===== config.mk =====
export PLATFORM = sky130hd
export DESIGN_NAME = memory_arbiter
export DESIGN_NICKNAME = d
export VERILOG_FILES = /design/src/rtl/memory_arbiter.sv
export SDC_FILE = /design/constraint.sdc
export NUM_CORES = 1
export LEC_CHECK = 0
export ABC_AREA = 0
export ABC_CLOCK_PERIOD_IN_PS = 1650
export CAP_MARGIN = 20
export CORE_AREA = 3 3 139 141
export CTS_CLUSTER_DIAMETER = 100
export DETAILED_ROUTE_END_ITERATION = 10
export DIE_AREA = 0 0 142 144
export GPL_ROUTABILITY_DRIVEN = 0
export GPL_TIMING_DRIVEN = 1
export HOLD_SLACK_MARGIN = 0.05
export SYNTH_ARGS = -nofsm -noshare
export SYNTH_HDL_FRONTEND = slang
export SYNTH_SLANG_ARGS = --single-unit

===== constraint.sdc =====
create_clock -name CLK -period 1.65 [get_ports CLK]
set_input_delay 0.2475 -clock CLK [delete_from_list [all_inputs] [get_ports CLK]]
set_output_delay 0.2475 -clock CLK [all_outputs]
set_load 0.01 [all_outputs]

===== src/rtl/memory_arbiter.sv =====
// Arbitrates one icache and two dcache requesters onto a single RAM port.
// Define ARB_STATS_EN to add the per-requester completed-word counters.
module memory_arbiter #(
  parameter int WAIT_LIMIT = 4
) (
  input  logic        CLK,
  input  logic        RST,
  input  logic        iREN,
  input  logic [31:0] iaddr,
  output logic        iwait,
  output logic [31:0] iload,
  input  logic        dREN0,
  input  logic        dWEN0,
  input  logic [31:0] daddr0,
  input  logic [31:0] dstore0,
  output logic        dwait0,
  output logic [31:0] dload0,
  input  logic        dREN1,
  input  logic        dWEN1,
  input  logic [31:0] daddr1,
  input  logic [31:0] dstore1,
  output logic        dwait1,
  output logic [31:0] dload1,
  output logic        ramREN,
  output logic        ramWEN,
  output logic [31:0] ramaddr,
  output logic [31:0] ramstore,
  input  logic [31:0] ramload,
  input  logic [1:0]  ramstate
`ifdef ARB_STATS_EN
  ,
  output logic [31:0] icount,
  output logic [31:0] dcount0,
  output logic [31:0] dcount1
`endif
);

  typedef enum logic [1:0] {IDLE, GNT_I, GNT_D0, GNT_D1} state_t;

  localparam logic [1:0] RAM_ACCESS = 2'd2;
  localparam logic [2:0] LIMIT      = 3'(WAIT_LIMIT);

  state_t     state;
  state_t     next_state;
  logic       last_d;
  logic [2:0] icnt;
  logic       d0_req;
  logic       d1_req;
  logic       i_promoted;
  logic       ram_access;

  assign d0_req     = dREN0 | dWEN0;
  assign d1_req     = dREN1 | dWEN1;
  assign i_promoted = iREN & (icnt == LIMIT);
  assign ram_access = (ramstate == RAM_ACCESS);

  // State, round-robin pointer and icache starvation counter
  always_ff @(posedge CLK or posedge RST) begin
    if (RST) begin
      state  <= IDLE;
      last_d <= 1'b1;
      icnt   <= 3'd0;
    end else begin
      state <= next_state;
      if (state == GNT_D0 && next_state != GNT_D0) last_d <= 1'b0;
      if (state == GNT_D1 && next_state != GNT_D1) last_d <= 1'b1;
      if (state == IDLE) begin
        if (next_state == GNT_I)
          icnt <= 3'd0;
        else if ((next_state == GNT_D0 || next_state == GNT_D1) && iREN && icnt < LIMIT)
          icnt <= icnt + 3'd1;
      end
    end
  end

  always_comb begin
    next_state = state;
    case (state)
      IDLE: begin
        if (i_promoted)          next_state = GNT_I;
        else if (d0_req && d1_req) next_state = last_d ? GNT_D0 : GNT_D1;
        else if (d0_req)         next_state = GNT_D0;
        else if (d1_req)         next_state = GNT_D1;
        else if (iREN)           next_state = GNT_I;
      end
      // The icache gets exactly one word per grant so dcaches are not starved
      GNT_I:   if (!iREN || ram_access) next_state = IDLE;
      GNT_D0:  if (!d0_req) next_state = IDLE;
      GNT_D1:  if (!d1_req) next_state = IDLE;
      default: next_state = IDLE;
    endcase
  end

  always_comb begin
    ramREN   = 1'b0;
    ramWEN   = 1'b0;
    ramaddr  = 32'd0;
    ramstore = 32'd0;
    iwait    = 1'b1;
    dwait0   = 1'b1;
    dwait1   = 1'b1;
    iload    = 32'd0;
    dload0   = 32'd0;
    dload1   = 32'd0;
    case (state)
      GNT_I: begin
        ramREN  = iREN;
        ramaddr = iaddr;
        iload   = ramload;
        iwait   = ~ram_access;
      end
      GNT_D0: begin
        ramWEN   = dWEN0;
        ramREN   = dREN0 & ~dWEN0;
        ramaddr  = daddr0;
        ramstore = dstore0;
        dload0   = ramload;
        dwait0   = ~ram_access;
      end
      GNT_D1: begin
        ramWEN   = dWEN1;
        ramREN   = dREN1 & ~dWEN1;
        ramaddr  = daddr1;
        ramstore = dstore1;
        dload1   = ramload;
        dwait1   = ~ram_access;
      end
      default: begin
      end
    endcase
  end

`ifdef ARB_STATS_EN
  // A word completes on an ACCESS cycle while the grantee is actually enabled
  always_ff @(posedge CLK or posedge RST) begin
    if (RST) begin
      icount  <= 32'd0;
      dcount0 <= 32'd0;
      dcount1 <= 32'd0;
    end else if (ram_access && (ramREN || ramWEN)) begin
      if (state == GNT_I)  icount  <= icount + 32'd1;
      if (state == GNT_D0) dcount0 <= dcount0 + 32'd1;
      if (state == GNT_D1) dcount1 <= dcount1 + 32'd1;
    end
  end
`endif

endmodule

==> run metrics, run 1 <==
diode count 0; TNS Setup -14.19 ns; dominant cells by area after synthesis and2_1 17%, mux2_2 16%, mux2i_1 14%, a22o_1 12%, and3_1 8.7%; Clk pwr share 4.7%; Layout area overhead 206%; crit start category flip-flop; total CTS buffers 3; Min Clock Period, post-route 1.94 ns; Clk pin slew, worst setup/hold paths 0.03 ns; CTS Sinks 6; Post-synth EDFFs 0; clk buf depth 2; drt pass-1 iters 6; PwrDens 1200 mW/mm^2; CTS tree yes; vias per std cell 4.15; Crit. End Element primary output; Combinational Power Share 91.8%; Worst Clk Skew 0.00153 ns; Final period util 118%; Max Fanout on Critical Path 6; DIE HEIGHT 144 um; Critical Path AT 1.69 ns; failing checks setup timing; Synth top area share 17.3%; Tot GR Track Use 14.0%; Residual DRC 0; critical path class flip-flop to primary output; setup ws final -0.291 ns; Layout Nets 935; post-detail-place hpwl 12500 um; LEAKAGE 3.36 nW; flop-to-flop setup slack 0.04 ns; Synth Cell Area 0.00231 mm^2; hold_buf cts 0; largest net degree at the start of global routing 41; ANT nets after route 0; # H-tree levels 1; YS warnings 0; Netlist cell types 38; Seq/Total Area, Yosys 6.55%; Initial DRC Count 115; share of post-route cells with drive strength above 1 47.1%; vias in the first global route 3737; sequential share of power 3.5%; wire per inst 18.9 um; Async S/R FF share, synth 100%; fmax 515 MHz; sw power 3.49 mW; max cap viols 0; final core occ 39.1%; Final setup viols 142; dpl ws -0.279 ns; row count 49; Mean Syn Cell Area 7.34 um^2; Slew Limit Fails 0; Min-Delay Path Class input pin to async pin; Starting Density 12.8%; most frequent cell after synthesis and2_1; leading area contributor after synthesis and2_1; ys flop type dfrtp_1; first-pass GRT wire length 22600 um; FF-to-FF Start state[0]$_DFF_PP0_; Hold Fails Final Rpt 0; initial antenna violation count 0; Remaining Overflow, GRT 0; Post-Synthesis Cells 315; Die X 142 um; Net Sw Frac 40.9%; final WL 18100 um; Core Footprint 0.0181 mm^2; Pint 5.05 mW; Synth top cells by count 64 x and2_1, 39 x nor2_1, 33 x mux2i_1; Worst-Skew Late Latency 0.23 ns; Relative slew margins 78.9%; top-level I/O count 366; Slew @ Worst Pin 0.314 ns; crit path from state[1]$_DFF_PP0_; die area 0.0204 mm^2; Via Count 3987; IO buf count 365; flops & latches, synth 6; Max rail drop VDD 0.403 mV; Worst EP required 1.40 ns; CTS Root Cell clkbuf_16; outcome finished with violations; RSZ-0062 raised after global routing true; post-synth net total 518
==> area by class of cell <==
| cell class | count | area, um^2 |
|---|---|---|
| inverters | 7 | 26.3 |
| multi-input cells | 269 | 2260 |
| flip-flops and latches | 6 | 156 |
| repair buffers | 445 | 4270 |
| clock buffers | 4 | 78.8 |
| well taps | 229 | 287 |
| fillers | 1895 | 11000 |
==> registers in the layout (all words and copies together) (netlist names) <==
signal and flops:
icnt 3, state 2, last_d 1
==> metrics by stage <==
stage               cell area, um^2  std cells  hold WS (ns)  power, mW
floorplan                      2310        315        0.0377       3.10
global placement               6380        902         0.497       6.61
detailed placement             6380        902         0.489       6.60
CTS                            6520        937         0.253       7.56
global route                   7080        960         0.262       9.06
finish                         7080        960         0.242       8.53
==> power groups by stage <==
stage                     sequential [mW]  combinational (mW)  clock (mW)
after floorplan                     0.242                2.86           0
after global placement              0.285                6.33           0
after detailed placement            0.289                6.32           0
after CTS                           0.287                6.86       0.412
after global routing                0.307                8.32       0.426
final                               0.297                7.83       0.403
==> cell families (layout without fill, tap and decap cells) <==
family	Yosys count	count (layout)	share of synthesized area, %
and+or+nand+nor	153	153	36.7
muxes	65	65	29.9
AOI/OAI and AO/OA	49	49	17.3
buffers and inverters	40	456	8.50
DFF	6	6	6.55
adders and majority gates	2	2	1.08
==> cells in the final DEF, fill, tap and decap left out, types with 14 or more instances in the layout <==
cell type,instances
clkdlybuf4s50_1,200
buf_4,23
mux2i_1,32
mux2_4,14
and2_1,39
buf_6,77
and3_4,24
and2_4,25
nor2_1,37
mux2_2,18
a22o_1,32
clkbuf_2,27
buf_2,84
==> worst paths after layout <==
kind / endpoint / cells past startpoint
max: ramaddr[17] / 6
min: icnt[0]$_DFFE_PP0P_ / 2
max reg2reg: icnt[0]$_DFFE_PP0P_ / 6
min reg2reg: last_d$_DFFE_PP1P_ / 2
max in group asynchronous: last_d$_DFFE_PP1P_ / 2
min in group CLK: last_d$_DFFE_PP1P_ / 2
==> critical path, stage by stage (launching register included) <==
cell and delay [ns]:
dfrtp_2 0.44, buf_12 0.16, buf_12 0.12, buf_4 0.10, mux2_2 0.32, a22o_1 0.18, buf_2 0.14
==> routing by layer <==
| metal | up-vias | share of wire (%) | track usage, % | wire length (um) |
|---|---|---|---|---|
| met5 | - | 0 | 0 | 0 |
| met1 | 1853 | 39 | 17.0 | 7100 |
| met2 | 174 | 53 | 26.7 | 9680 |
| met4 | 0 | 0.77 | 1.16 | 140 |
| li1 | 1946 | - | - | - |
| met3 | 14 | 6.5 | 2.55 | 1190 |
==> what timing repair did <==
| item | CTS | global route |
|---|---|---|
| endpoints found under the setup margin | 168 | 165 |
| cloned | 7 | 12 |
| resized for setup | 420 | 349 |
| pin swaps | 7 | 14 |
| setup buffers | 25 | 22 |
(Power assumes the default switching activity.)
==> inputs of run 2 (changes only) <==
--- a/config.mk
+++ b/config.mk
@@ -15,6 +15,7 @@
 export GPL_ROUTABILITY_DRIVEN = 0
 export GPL_TIMING_DRIVEN = 1
 export HOLD_SLACK_MARGIN = 0.05
+export SETUP_SLACK_MARGIN = 0.1
 export SYNTH_ARGS = -nofsm -noshare
 export SYNTH_HDL_FRONTEND = slang
 export SYNTH_SLANG_ARGS = --single-unit
==> run metrics, run 2 (synthesis gave the netlist of run 1 again) <==
Layout Nets 945; share of post-route cells with drive strength above 1 46.6%; vias per std cell 4.20; top-level I/O count 366; worst r2r path cells 6; Max Fanout on Critical Path 6; fmax 511 MHz; Slew @ Worst Pin 0.321 ns; Crit. End Element primary output; Worst-Skew Late Latency 0.23 ns; post-place instance area 0.00638 mm^2; CTS Sinks 6; sw power 3.55 mW; biggest regs icnt (3), state (2), last_d (1); failing checks setup timing; CTS Root Cell clkbuf_16; IO buf count 365; largest register by flop count icnt; met1 WL 7480 um; Min Clock Period, post-route 1.96 ns; sequential share of power 3.3%; largest net degree at the start of global routing 41; critical path class flip-flop to primary output; Min-Delay Path Class input pin to async pin; crit start category flip-flop; post-route cell area 0.00737 mm^2; diode count 0; Die X 142 um; Starting Density 12.8%; LEAKAGE 3.50 nW; max cap viols 0; PwrDens 1200 mW/mm^2; RSZ-0062 raised after global routing true; TNS Setup -22.10 ns; total power 8.81 mW; Hold Fails Final Rpt 0; CTS tree yes; Pint 5.26 mW; first-pass GRT wire length 22400 um; row count 49; # H-tree levels 1; metal2 WL 9980 um; final WL 18500 um; crit path cell chain inv_2 -> nor2_4 -> buf_6 -> buf_12 -> buf_6 -> a22o_1 -> clkdlybuf4s15_2; Max rail drop VDD 0.426 mV; wire per inst 19.1 um; Via Count 4072; most frequent CP cell buf_6; Worst EP required 1.40 ns; hold_buf cts 0; setup ws final -0.308 ns; Tot GR Track Use 13.9%; vias in the first global route 3746; slowest stage delay, CP 0.46 ns; die area 0.0204 mm^2; Final period util 119%; ANT nets after route 0; Slew Limit Fails 0; DIE HEIGHT 144 um; max FFs per register 3; Net Sw Frac 40.3%; WL met3 983 um; clk buf depth 2; Core Footprint 0.0181 mm^2; Residual DRC 0; Slowest cell on crit path dfrtp_2; most frequent cells in the layout 199 x clkdlybuf4s50_1, 90 x buf_6, 59 x buf_2; initial antenna violation count 0; Reg-to-Reg End icnt[1]$_DFFE_PP0P_; Clk pin slew, worst setup/hold paths 0.03 ns; Remaining Overflow, GRT 0; outcome finished with violations; Final setup viols 158; drt pass-1 iters 4; Combinational Power Share 92.1%; Initial DRC Count 129; Relative slew margins 78.4%; number of fill cells 1855; Clk pwr share 4.6%; post-detail-place hpwl 12500 um; commonest non-fill, non-tap cell in the layout clkdlybuf4s50_1; flop-to-flop setup slack 0.02 ns; Worst Clk Skew 0.00161 ns; Layout area overhead 219%; Critical Path AT 1.71 ns; total CTS buffers 3; final core occ 40.7%; Highest Signal Layer met4; FF-to-FF Start state[0]$_DFF_PP0_
## run 2: per-layer routing
layer,vias up,GRT usage (%)
met4,0,0.960
met2,162,27.0
li1,1971,-
met5,-,0
met3,10,2.35
met1,1929,16.7
## run 2: power by group through the flow
stage / clock [mW] / combinational (mW) / sequential, mW
after global routing: 0.426 / 8.61 / 0.306
after CTS: 0.412 / 6.95 / 0.287
after floorplan: 0 / 2.86 / 0.242
after detailed placement: 0 / 6.32 / 0.289
after global placement: 0 / 6.33 / 0.285
final: 0.402 / 8.12 / 0.295
## run 2: what timing repair did
action / 4_1_cts / 5_1_grt
buffers inserted: 21 / 29
pin swaps: 8 / 16
endpoints found under the setup margin: 168 / 169
resized for setup: 339 / 384
gates cloned: 7 / 13
## run 2: worst max-delay path by stage
stage | startpoint | endpoint | slack [ns]
2_1_floorplan | state[1]$_DFF_PP0_ | ramaddr[0] | 0.18
3_3_place_gp | state[1]$_DFF_PP0_ | ramaddr[27] | -0.27
4_1_cts | state[0]$_DFF_PP0_ | iload[7] | -0.40
3_5_place_dp | state[1]$_DFF_PP0_ | ramaddr[27] | -0.28
6_report | state[1]$_DFF_PP0_ | ramaddr[24] | -0.31
5_1_grt | state[1]$_DFF_PP0_ | ramaddr[24] | -0.36
## run 2: final cells by class
type / instances / area, um^2 / share of cell area (%)
clock buffer: 4 / 78.8 / 1.07
inverter: 7 / 26.3 / 0.357
multi-input combinational: 269 / 2250 / 30.5
sequential: 6 / 156 / 2.12
tap: 229 / 287 / 3.89
timing repair buffer: 455 / 4570 / 62.1
## run 2: worst max-delay path, delay by kind of cell, from the launching register on
family / cells / cell delay [ns]
AOI/OAI and AO/OA: 1 / 0.25
buffers and inverters: 5 / 0.72
and+or+nand+nor: 1 / 0.06
DFF: 1 / 0.46
## run 2: stage by stage
stage                     std cells  setup WS [ns]  hold WS (ns)
final                           970         -0.308         0.243
after global routing            970         -0.363         0.262
after CTS                       933         -0.397         0.253
after detailed placement        902         -0.279         0.489
after global placement          902         -0.269         0.497
after floorplan                 315          0.177        0.0377
